$ cat config.mk
export PLATFORM = sky130hd
export DESIGN_NAME = chs_conf_encoder
export DESIGN_NICKNAME = d
export VERILOG_FILES = /design/src/rtl/chs_pkg.sv /design/src/rtl/chs_conf_shreg.sv /design/src/rtl/chs_conf_encoder.sv
export SDC_FILE = /design/constraint.sdc
export NUM_CORES = 1
export LEC_CHECK = 0
export ABC_AREA = 1
export BUFFER_PORTS_ARGS = -buffer_cell sky130_fd_sc_hd__clkbuf_2
export CORE_UTILIZATION = 45
export DETAILED_ROUTE_END_ITERATION = 8
export HOLD_SLACK_MARGIN = 0.03
export PLACE_DENSITY = 0.67
export SYNTH_ARGS = -nofsm -noshare
export SYNTH_HDL_FRONTEND = slang
export SYNTH_SLANG_ARGS = --single-unit
export TNS_END_PERCENT = 30
$ cat constraint.sdc
create_clock -name clk -period 1.7 [get_ports clk]
set_clock_uncertainty 0.2 [all_clocks]
set_input_delay 0.255 -clock clk [delete_from_list [all_inputs] [get_ports clk]]
set_output_delay 0.255 -clock clk [all_outputs]
set_load 0.005 [all_outputs]
$ cat src/rtl/chs_pkg.sv
// Shared definitions for the cooler/heater configuration encoder:
// word geometry, FSM state encoding and the request feasibility rule.
package chs_pkg;

    localparam int CHS_WIDTH = 8;
    localparam int CHS_PW    = 4;

    typedef enum logic [1:0] {
        ST_IDLE  = 2'd0,
        ST_BUILD = 2'd1,
        ST_DONE  = 2'd2
    } chs_state_e;

    // A word of CHS_WIDTH bits with bit0 pinned to mode can only hold
    // mode..(CHS_WIDTH-1+mode) ones.
    function automatic logic chs_feasible(input logic [CHS_PW-1:0] power, input logic mode);
        logic [CHS_PW-1:0] full;
        full = CHS_PW'(CHS_WIDTH);
        return (power <= full) &&
               !((power == '0) && mode) &&
               !((power == full) && !mode);
    endfunction

endpackage

$ cat src/rtl/chs_conf_shreg.sv
// Serial-in configuration register: bits enter at the MSB and walk down,
// so the first bit shifted in lands at index 0 after WIDTH shifts.
module chs_conf_shreg #(
    parameter int WIDTH = 8
) (
    input  logic             clk,
    input  logic             reset,
    input  logic             clr,
    input  logic             shift_en,
    input  logic             sin,
    output logic [WIDTH-1:0] q
);

    always_ff @(posedge clk) begin
        if (reset || clr)
            q <= '0;
        else if (shift_en)
            q <= {sin, q[WIDTH-1:1]};
    end

endmodule

$ cat src/rtl/chs_conf_encoder.sv
// Builds the chs_conf word one bit per cycle: bit0 = mode, then a run of
// (power - mode) ones from bit 1 upward, zeros above.
module chs_conf_encoder
    import chs_pkg::*;
#(
    parameter int WIDTH = CHS_WIDTH,
    parameter int PW    = $clog2(WIDTH + 1)
) (
    input  logic             clk,
    input  logic             reset,
    input  logic             req_valid,
    output logic             req_ready,
    input  logic [PW-1:0]    req_power,
    input  logic             req_mode,
    output logic [WIDTH-1:0] chs_conf,
    output logic             conf_valid,
    input  logic             conf_ack,
    output logic             conf_err
);

    chs_state_e        state;
    logic [PW-1:0]     bit_cnt;
    logic [PW-1:0]     ones_rem;
    logic              mode_q;
    logic [WIDTH-1:0]  shreg_q;

    logic              accept;
    logic              building;
    logic              cur_bit;
    logic              last_bit;
    logic [WIDTH-1:0]  built;

    assign accept   = req_valid && req_ready;
    assign building = (state == ST_BUILD);
    assign cur_bit  = (bit_cnt == '0) ? mode_q : (ones_rem != '0);
    assign last_bit = (bit_cnt == PW'(WIDTH - 1));
    // The final shift and the DONE load share an edge, so load the word
    // as it will be after that shift.
    assign built    = {cur_bit, shreg_q[WIDTH-1:1]};

    chs_conf_shreg #(.WIDTH(WIDTH)) u_shreg (
        .clk      (clk),
        .reset    (reset),
        .clr      (accept),
        .shift_en (building),
        .sin      (cur_bit),
        .q        (shreg_q)
    );

    always_ff @(posedge clk) begin
        if (reset) begin
            state      <= ST_IDLE;
            req_ready  <= 1'b1;
            conf_valid <= 1'b0;
            conf_err   <= 1'b0;
            chs_conf   <= '0;
            bit_cnt    <= '0;
            ones_rem   <= '0;
            mode_q     <= 1'b0;
        end else begin
            case (state)
                ST_IDLE: begin
                    if (accept) begin
                        req_ready <= 1'b0;
                        mode_q    <= req_mode;
                        bit_cnt   <= '0;
                        if (chs_feasible(req_power, req_mode)) begin
                            ones_rem <= req_power - {{(PW-1){1'b0}}, req_mode};
                            state    <= ST_BUILD;
                        end else begin
                            ones_rem   <= '0;
                            chs_conf   <= '0;
                            conf_err   <= 1'b1;
                            conf_valid <= 1'b1;
                            state      <= ST_DONE;
                        end
                    end
                end
                ST_BUILD: begin
                    bit_cnt <= bit_cnt + PW'(1);
                    if (bit_cnt != '0 && ones_rem != '0)
                        ones_rem <= ones_rem - PW'(1);
                    if (last_bit) begin
                        chs_conf   <= built;
                        conf_err   <= 1'b0;
                        conf_valid <= 1'b1;
                        state      <= ST_DONE;
                    end
                end
                ST_DONE: begin
                    if (conf_ack) begin
                        conf_valid <= 1'b0;
                        conf_err   <= 1'b0;
                        req_ready  <= 1'b1;
                        state      <= ST_IDLE;
                    end
                end
                default: begin
                    state      <= ST_IDLE;
                    req_ready  <= 1'b1;
                    conf_valid <= 1'b0;
                end
            endcase
        end
    end

endmodule
Word level (Yosys, flattened, before mapping)
Index checks and enable logic that the tools add are counted.

Add/subtract/negate cells: 3. Magnitude comparators: 1. Eq/ne operators: 9. Muxes and demuxes: 26. Bitwise operators: 1. Reduce and logical (&&, ||, !) cells: 25.

Operator list (count): 8-bit 2-to-1 mux (3); 4-bit 2-to-1 mux (4); 4-bit one-hot mux with 2 select lines (2); 8-bit one-hot mux with 2 select lines (1); 1-bit one-hot mux with 3 select lines (3); 3-bit AND reduction (3); 4-bit logical NOT (2); 1-bit 2-to-1 mux (8); 2-bit 2-to-1 mux (4); 4-bit AND reduction (2); 4-bit nonzero test (2); 1-bit logical AND (6); 2-bit by 1-bit inequality test with 1-bit output, second input constant (3); 2-bit one-hot mux with 3 select lines (1); 5-bit AND reduction (1); 4-bit by 1-bit adder with 4-bit output, second input constant (1); 4-bit by 3-bit == test with 1-bit output, second input constant (1); 4-bit == test, second input constant (1); 4-bit less-or-equal comparator, second input constant (1); 2-bit inequality test, second input constant (2); 2-bit AND reduction (2); 4-bit by 1-bit subtractor with 4-bit output (1); 4-bit by 1-bit subtractor with 4-bit output, second input constant (1); 1-bit logical NOT (3); other kinds (7) (7).

Flip-flop bits (word level): 30. Input port bits: 9. Output and inout port bits: 11. Word-level logic and storage cells: 74.

Depth between registers and ports, before layout
Gate-level depths: netlist of run 1.

Depth after elaboration: 8. Depth in mapped cells: 11.

Hierarchy
From an unflattened synthesis of run 1, not the netlist that was laid out.

Cells, all modules: 247. Area, all modules: 1699.1 sq um.

Modules (own cells, without submodules): chs_conf_encoder (times used 1, cells an instance 196, area each 1321.3 sq um); chs_conf_shreg (times used 1, cells an instance 51, area each 377.9 sq um).

Least setup slack after synthesis of run 1
Ideal clock, no wire load.

Kind: reg2reg. Start point: register state[1]. End point: register chs_conf[0]. Data arrival time: 1391 ps. Data required time: 1385 ps. Slack: -6 ps. Stages on the path, launching flop included: 12. Buffers on the path: 2. Path through: dfxtp_1 inv_1 ha_1 buf_2 inv_2 o21ai_4 nand2_4 clkinv_4 buf_8 nand3_1 nand2_1 nor2_1.

Word-level cells in the longest chain between the ends: 3. Elaborated cells on any way between the ends: 8. Those cells by class: eq/ne: 4; mux: 1; reduce/logical: 3.

Ends and longest elaborated chain: start: declaration (line chs_conf_encoder.sv:21) `chs_state_e state;`; start signal: assignment (line chs_conf_encoder.sv:52) `state <= ST_IDLE;`; start signal: assignment (line chs_conf_encoder.sv:69) `state <= ST_BUILD;`; start signal: assignment (line chs_conf_encoder.sv:75) `state <= ST_DONE;`; 2-bit by 1-bit == test with 1-bit output / 2-bit logical NOT (equally long branches) (line chs_conf_encoder.sv:61) `case (state)`; 2-bit by 1-bit inequality test with 1-bit output (no line) (tied with other cells); 4-bit AND reduction (no line); end signal: assignment (line chs_conf_encoder.sv:84) `chs_conf <= built;`; end: declaration (line chs_conf_encoder.sv:15) `output logic [WIDTH-1:0] chs_conf,`.

Several ways; a longest one is shown, not always the timed one. A chain may end at the register's enable or synchronous reset.

Worst setup path in the final report of run 1
Start point: register state[1]. End point: register chs_conf[1].

Same word-level chain as after synthesis.

==> results of run 1 <==
-- logic make-up after synthesis --
family                   count (synthesis)
AND/OR/NAND/NOR                        122
flip-flops                              29
XOR/XNOR                                 2
buffers and inverters                   37
adder cells (fa/ha/maj)                  8
AO/OA/AOI/OAI                           29
-- area by class of cell --
type | count | area (um^2)
inverter | 31 | 128.9
fill | 331 | 1229
timing repair buffer | 39 | 251.5
multi-input combinational | 161 | 849.6
clock buffer | 5 | 37.54
sequential | 29 | 584.3
tap | 44 | 55.05
clock inverter | 3 | 17.52
-- sequential cells by signal (all words and copies together) (netlist names) --
name / flops
chs_conf: 8
u_shreg.q: 7
bit_cnt: 4
ones_rem: 4
state: 2
conf_err: 1
conf_valid: 1
mode_q: 1
req_ready: 1
-- stage by stage --
| step | utilization, % | power [mW] | TNS, ps |
|---|---|---|---|
| 4_1_cts | 59.25 | 3.087 | 0 |
| 5_1_grt | 61.03 | 3.499 | -23.16 |
| 6_report | 61.03 | 3.200 | 0 |
| 3_3_place_gp | 57.10 | 2.644 | 0 |
| 3_5_place_dp | 57.10 | 2.644 | -36.41 |
| 2_1_floorplan | - | 2.117 | 0 |
-- worst min-delay path, delay by kind of cell --
family,cells,cell delay (ps)
AOI/OAI and AO/OA,1,60
xor gates and xnor gates,1,70
buffers and inverters,1,100
and+or+nand+nor,1,90
-- layer usage --
metal  part of all wire, %  global-route usage (%)
met2                    42                   28.41
met5                     0                       0
met4                   2.0                   8.117
met1                    52                   27.06
met3                   4.3                   7.036
-- power by group through the flow --
stage | sequential (mW) | combinational [mW] | clock, mW
floorplan | 0.974 | 1.14 | 0
global placement | 0.969 | 1.67 | 0
detailed placement | 0.974 | 1.67 | 0
CTS | 0.958 | 1.69 | 0.439
global route | 1.00 | 2.02 | 0.477
finish | 0.971 | 1.81 | 0.423
-- what timing repair did --
action | CTS | global route
gates resized for setup | 1 | 17
hold buffers | 1 | 0
buffers inserted | 0 | 1
pin swaps | 0 | 2
endpoints found under the setup margin | 7 | 20
hold endpoints to repair | 3 | 0
-- worst paths after layout --
kind / endpoint / slack, ps / depth (start not counted)
worst max-delay path: chs_conf[1] / 100 / 10
worst min-delay path: ones_rem[2] / 60 / 4
worst max register to register: chs_conf[1] / 100 / 10
worst min register to register: mode_q / 260 / 2
-- layout by cell type (no fill, tap or decap), drive strengths merged, types with 2 or more instances in the layout --
| master | synthesis | routed |
|---|---|---|
| clkinv | 2 | 4 |
| inv | 29 | 29 |
| dfxtp | 29 | 29 |
| o21ai | 7 | 7 |
| nor2 | 31 | 31 |
| nand2 | 61 | 61 |
| nor3 | 2 | 2 |
| xor2 | 2 | 2 |
| a21oi | 21 | 21 |
| or2 | 3 | 3 |
| clkbuf | 1 | 24 |
| ha | 8 | 8 |
| nand3 | 24 | 24 |
| buf | 5 | 19 |
==> run metrics, run 1 <==
post-route cell area 0.001924 mm^2; synthesized area per cell 6.840 um^2; vias after detailed routing 1452; Initial DRC Count 95; post-synthesis register bit count 29; Compound-Gate Fraction of Synth Area 10.48%; Layout area overhead 23.93%; Worst VDD drop 0.8652 mV; Max transition margin 81.54%; Synth Instances 227; first-pass GRT wire length 5.257 mm; grt ovf 0; worst slew pin tran 276.2 ps; Min Hold Slack 59.22 ps; CTS root buf clkbuf_4; Startpoint Class flop; Post-DP Area 0.001800 mm^2; CP required 1780 ps; Peak Freq 626.5 MHz; Flop pwr share 30.4%; Nets 284; start point of the critical path state[1]; P_int 1.818 mW; Post-synth EDFFs 0; placed insts 302; vias in the first global route 1177; Seq/Total Area, Yosys 37.39%; reg-to-reg startpoint state[1]; RD Place Congestion 0.8351; chip width 60.74 um; Die ar. 0.003689 mm^2; CTS tree built; Clock Sinks 29; Post-Synth Simple-Gate Area 34.33%; Synth Area in Adders 6.446%; largest net degree at the start of global routing 15; RSZ-0062 raised after global routing true; critical path, cell by cell inv_2 -> ha_4 -> inv_2 -> o21ai_4 -> nand2_4 -> clkinv_8 -> nand2_2 -> nand2_1 -> nand2_1 -> nor2_1; Crit-path slowest cell dfxtp_2; CTS Buf Count 5; post-route ant nets 0; main combinational cell family by area after synthesis simple AND/OR/NAND/NOR gates; initial antenna violation count 0; CTS H-Tree Depth 2; crit-path max FO 14; post-synthesis cell type count 26; DR DRC count 0; Synth area leaders dfxtp_1 37%, nand2_1 14%, nor2_1 7.5%; ANT cells 0; NetSw 1.382 mW; worst skew pair latency 340 ps; HP Start req_power[2]; final setup fails 0; power density over the cells 1663 mW/mm^2; yosys warns 0; leak pwr 0.9261 nW; Final Hold Vio Count 0; clk buf depth 2; fin crit share 93.89%; Post-Syn Area 0.001553 mm^2; DRT Pass-1 Iters 4; Largest stage delay, worst path 330 ps; XOR/XNOR share of the synthesized area 1.128%; Buf+Inv Stages, Crit Path 3; WP data arrival 1670 ps; Crit. End Element flop; chip height 60.74 um; max-cap viol count 0; asr flop ratio synth 0%; most frequent cell after synthesis nand2_1; multiplexer area fraction after synthesis 0%; CORE AREA 0.003153 mm^2; syn_nets 244; DP HPWL 2.360 mm; dpl ws -21.06 ps; drt total wl 3.286 mm; Final Max Tran Viols 0; PnR worst setup slack 103.8 ps; Main synth FF type dfxtp_1; Std-Cell Rows 20; WL/cell 10.53 um; share of layout cells above drive strength 1 25.75%; Final Instance Count excl. Fillers 312; Synth area leader dfxtp_1; Post-synth top cells 59 x nand2_1, 31 x nor2_1, 29 x dfxtp_1; Top Family by Delay on Critical Path simple AND/OR/NAND/NOR gates; kind of critical path reg2reg; GRT Overall Usage 19.83%; status finished clean; # IOs 20; Comb pwr share 56.4%; Port Buffers 19; switch share 43.18%; Final Critical Period 1596 ps; Min-Delay Path Class in2reg; post-synth top area share 37.39%; Clock power frac 13.2%; Initial Util 49.25%; Clock Pin Slew Worst Setup and Hold Paths 110 ps; vias per cell 4.654
No activity file was read; power rests on OpenSTA's default activity.
==> inputs of run 2 (changes only) <==
--- a/config.mk
+++ b/config.mk
@@ -7,11 +7,12 @@
 export LEC_CHECK = 0
 export ABC_AREA = 1
 export BUFFER_PORTS_ARGS = -buffer_cell sky130_fd_sc_hd__clkbuf_2
-export CORE_UTILIZATION = 45
+export CORE_UTILIZATION = 52
 export DETAILED_ROUTE_END_ITERATION = 8
 export HOLD_SLACK_MARGIN = 0.03
-export PLACE_DENSITY = 0.67
+export PLACE_DENSITY = 0.75
 export SYNTH_ARGS = -nofsm -noshare
 export SYNTH_HDL_FRONTEND = slang
+export SYNTH_HIERARCHICAL = 1
 export SYNTH_SLANG_ARGS = --single-unit
 export TNS_END_PERCENT = 30
==> run 2 against run 1 <==
  * The run now ends with setup timing left
  * Register-to-register slack lost 110 ps
  * Utilization grew 6.5 points
  * Sequential share of layout area shrank 1.8 points
  * Global-route usage grew 3.9 points
  * Final cell count grew 4.8%
  * Largest power group unchanged
  * Die area shrank 7.2%
==> run metrics, run 2 <==
fin crit share 100.1% (+6.2 points); CP required 1770 ps (about the same); CTS root buf clkbuf_4; critical path, cell by cell buf_12 -> ha_4 -> inv_8 -> nand2_4 -> nand2_4 -> inv_4 -> nand2_4 -> nor2_8 -> nand2_4 -> clkinv_4 -> nor2_1 -> nor2_1; power density over the cells 1751 mW/mm^2 (+5.3%); register with the highest flop count chs_conf; P_int 1.980 mW (+8.9%); vias after detailed routing 1533 (+5.6%); Largest stage delay, worst path 390 ps (+60 ps); crit-path max FO 7 (-7); Initial Util 54.39% (+5.1 points); NetSw 1.631 mW (+18%); register area 588.1 um^2 (+0.64%); max-cap viol count 0 (unchanged); # IOs 20 (unchanged); WL/cell 11.12 um (+5.5%); Clock Pin Slew Worst Setup and Hold Paths 110 ps (about the same); failing checks setup timing; reg-to-reg startpoint state[0]; DRT Pass-1 Iters 4 (unchanged); Final Critical Period 1702 ps (+106.1 ps); PnR worst setup slack -2.269 ps (-106.1 ps); leak pwr 0.9838 nW (+6.2%); status finished with violations; Flop pwr share 28.1% (-2.3 points); RSZ-0062 raised after global routing true; area of the multi-input gates 937.1 um^2 (+10%); switch share 45.17% (+2.0 points); ANT cells 0 (unchanged); Worst VDD drop 1.079 mV (+25%); Peak Freq 587.5 MHz (-6.2%); Initial DRC Count 42 (-56%); Final Hold Vio Count 0 (unchanged); most frequent cells in the layout 49 x nand2_1, 42 x nor2_1, 31 x inv_1; Nets 299 (+5.3%); drt total wl 3.635 mm (+11%); dpl ws -85.06 ps (-64.00 ps); chip width 58.51 um (-3.7%); biggest regs chs_conf x8, u_shreg/q x7; Max transition margin 80.33% (-1.2 points); DP HPWL 2.542 mm (+7.7%); CTS H-Tree Depth 2 (unchanged); share of layout cells above drive strength 1 28.98% (+3.2 points); Port Buffers 19 (unchanged); worst slew pin tran 292.0 ps (+15.78 ps); Post-Syn Area 0.001660 mm^2 (+6.9%); Final Max Tran Viols 0 (unchanged); kind of critical path reg2reg; worst skew pair latency 340 ps (about the same); Min Hold Slack 121.1 ps (+61.91 ps); WP data arrival 1770 ps (+100 ps); vias in the first global route 1430 (+21%); Comb pwr share 60.2% (+3.8 points); Std-Cell Rows 20 (unchanged); Top Family by Delay on Critical Path simple AND/OR/NAND/NOR gates; grt ovf 0 (unchanged); start point of the critical path state[0]; Filler Cells Inserted 246 (-26%); post-route cell area 0.002062 mm^2 (+7.2%); Clock Sinks 29 (unchanged); Buf+Inv Stages, Crit Path 4 (+1); Die ar. 0.003423 mm^2 (-7.2%); first-pass GRT wire length 6.051 mm (+15%); initial antenna violation count 0 (unchanged); HP Start conf_ack; Crit. End Element flop; max FFs per register 8 (unchanged); synthesized area per cell 6.889 um^2 (+0.72%); DR DRC count 0 (unchanged); Crit-path slowest cell dfxtp_4; GRT Overall Usage 23.69% (+3.9 points); CP most frequent cell nand2_4; yosys warns 6 (+6); syn_nets 258 (+5.7%); post-route ant nets 0 (unchanged); most common cell after layout, fill and taps aside nand2_1; CORE AREA 0.003053 mm^2 (-3.2%); chip height 58.51 um (-3.7%); setup TNS -2.269 ps (-2.269 ps); CTS tree built; Min-Delay Path Class in2reg; final setup fails 1 (+1); Total Power Consumption 3.611 mW (+13%); CTS Buf Count 5 (unchanged); clk buf depth 2 (unchanged); vias per cell 4.688 (+0.74%); Post-DP Area 0.001876 mm^2 (+4.2%); Startpoint Class flop; RD Place Congestion 0.8702 (+4.2%); Synth Instances 241 (+6.2%); Clock power frac 11.6% (-1.6 points); Layout area overhead 24.19%; largest net degree at the start of global routing 23 (+8)
[run 2: path summary, 6_finish.rpt]
check / end / slack [ps] / cells after the start
setup / recovery: chs_conf[3] / -2 / 12
hold / removal: req_ready / 120 / 5
setup reg to reg: chs_conf[3] / -2 / 12
hold reg to reg: conf_err / 270 / 2
[run 2: per-layer routing]
metal | vias up | track usage (%) | part of all wire [%]
met1 | 670 | 29.64 | 48
met4 | 0 | 8.844 | 1.2
met5 | - | 0 | 0
met3 | 6 | 6.593 | 4.1
li1 | 822 | - | -
met2 | 35 | 38.92 | 47
[run 2: area by class of cell]
type | instances | share of cell area, %
timing repair buffer | 40 | 13.41
tap | 44 | 2.670
multi-input combinational | 170 | 45.45
clock buffer | 5 | 1.820
sequential | 29 | 28.52
inverter | 36 | 7.282
clock inverter | 3 | 0.8495
[run 2: power groups by stage]
stage	Clock (mW)	Sequential (mW)	Combinational, mW
floorplan	0	0.994	1.38
global placement	0	1.00	1.88
detailed placement	0	1.01	1.92
CTS	0.430	1.00	1.99
global route	0.462	1.04	2.44
finish	0.421	1.01	2.18
[run 2: timing repair]
item | 4_1_cts | 5_1_grt
endpoints found under the setup margin | 15 | 17
hold buffers | 3 | 0
resized for setup | 7 | 20
endpoints found under the hold margin | 5 | 0
buffers inserted | 0 | 1
pin swaps | 1 | 3
[run 2: stage by stage]
step	instances	utilization (%)
final	327	67.54
after global routing	327	67.54
after CTS	326	65.25
after detailed placement	315	61.43
after global placement	315	61.43
after floorplan	241	-
[run 2: worst reg2reg max path: stages (launching register included)]
cell and delay (ps):
dfxtp_4 390, buf_12 100, ha_4 180, inv_8 50, nand2_4 70, nand2_4 70
inv_4 80, nand2_4 70, nor2_8 120, nand2_4 90, clkinv_4 70, nor2_1 40
nor2_1 100
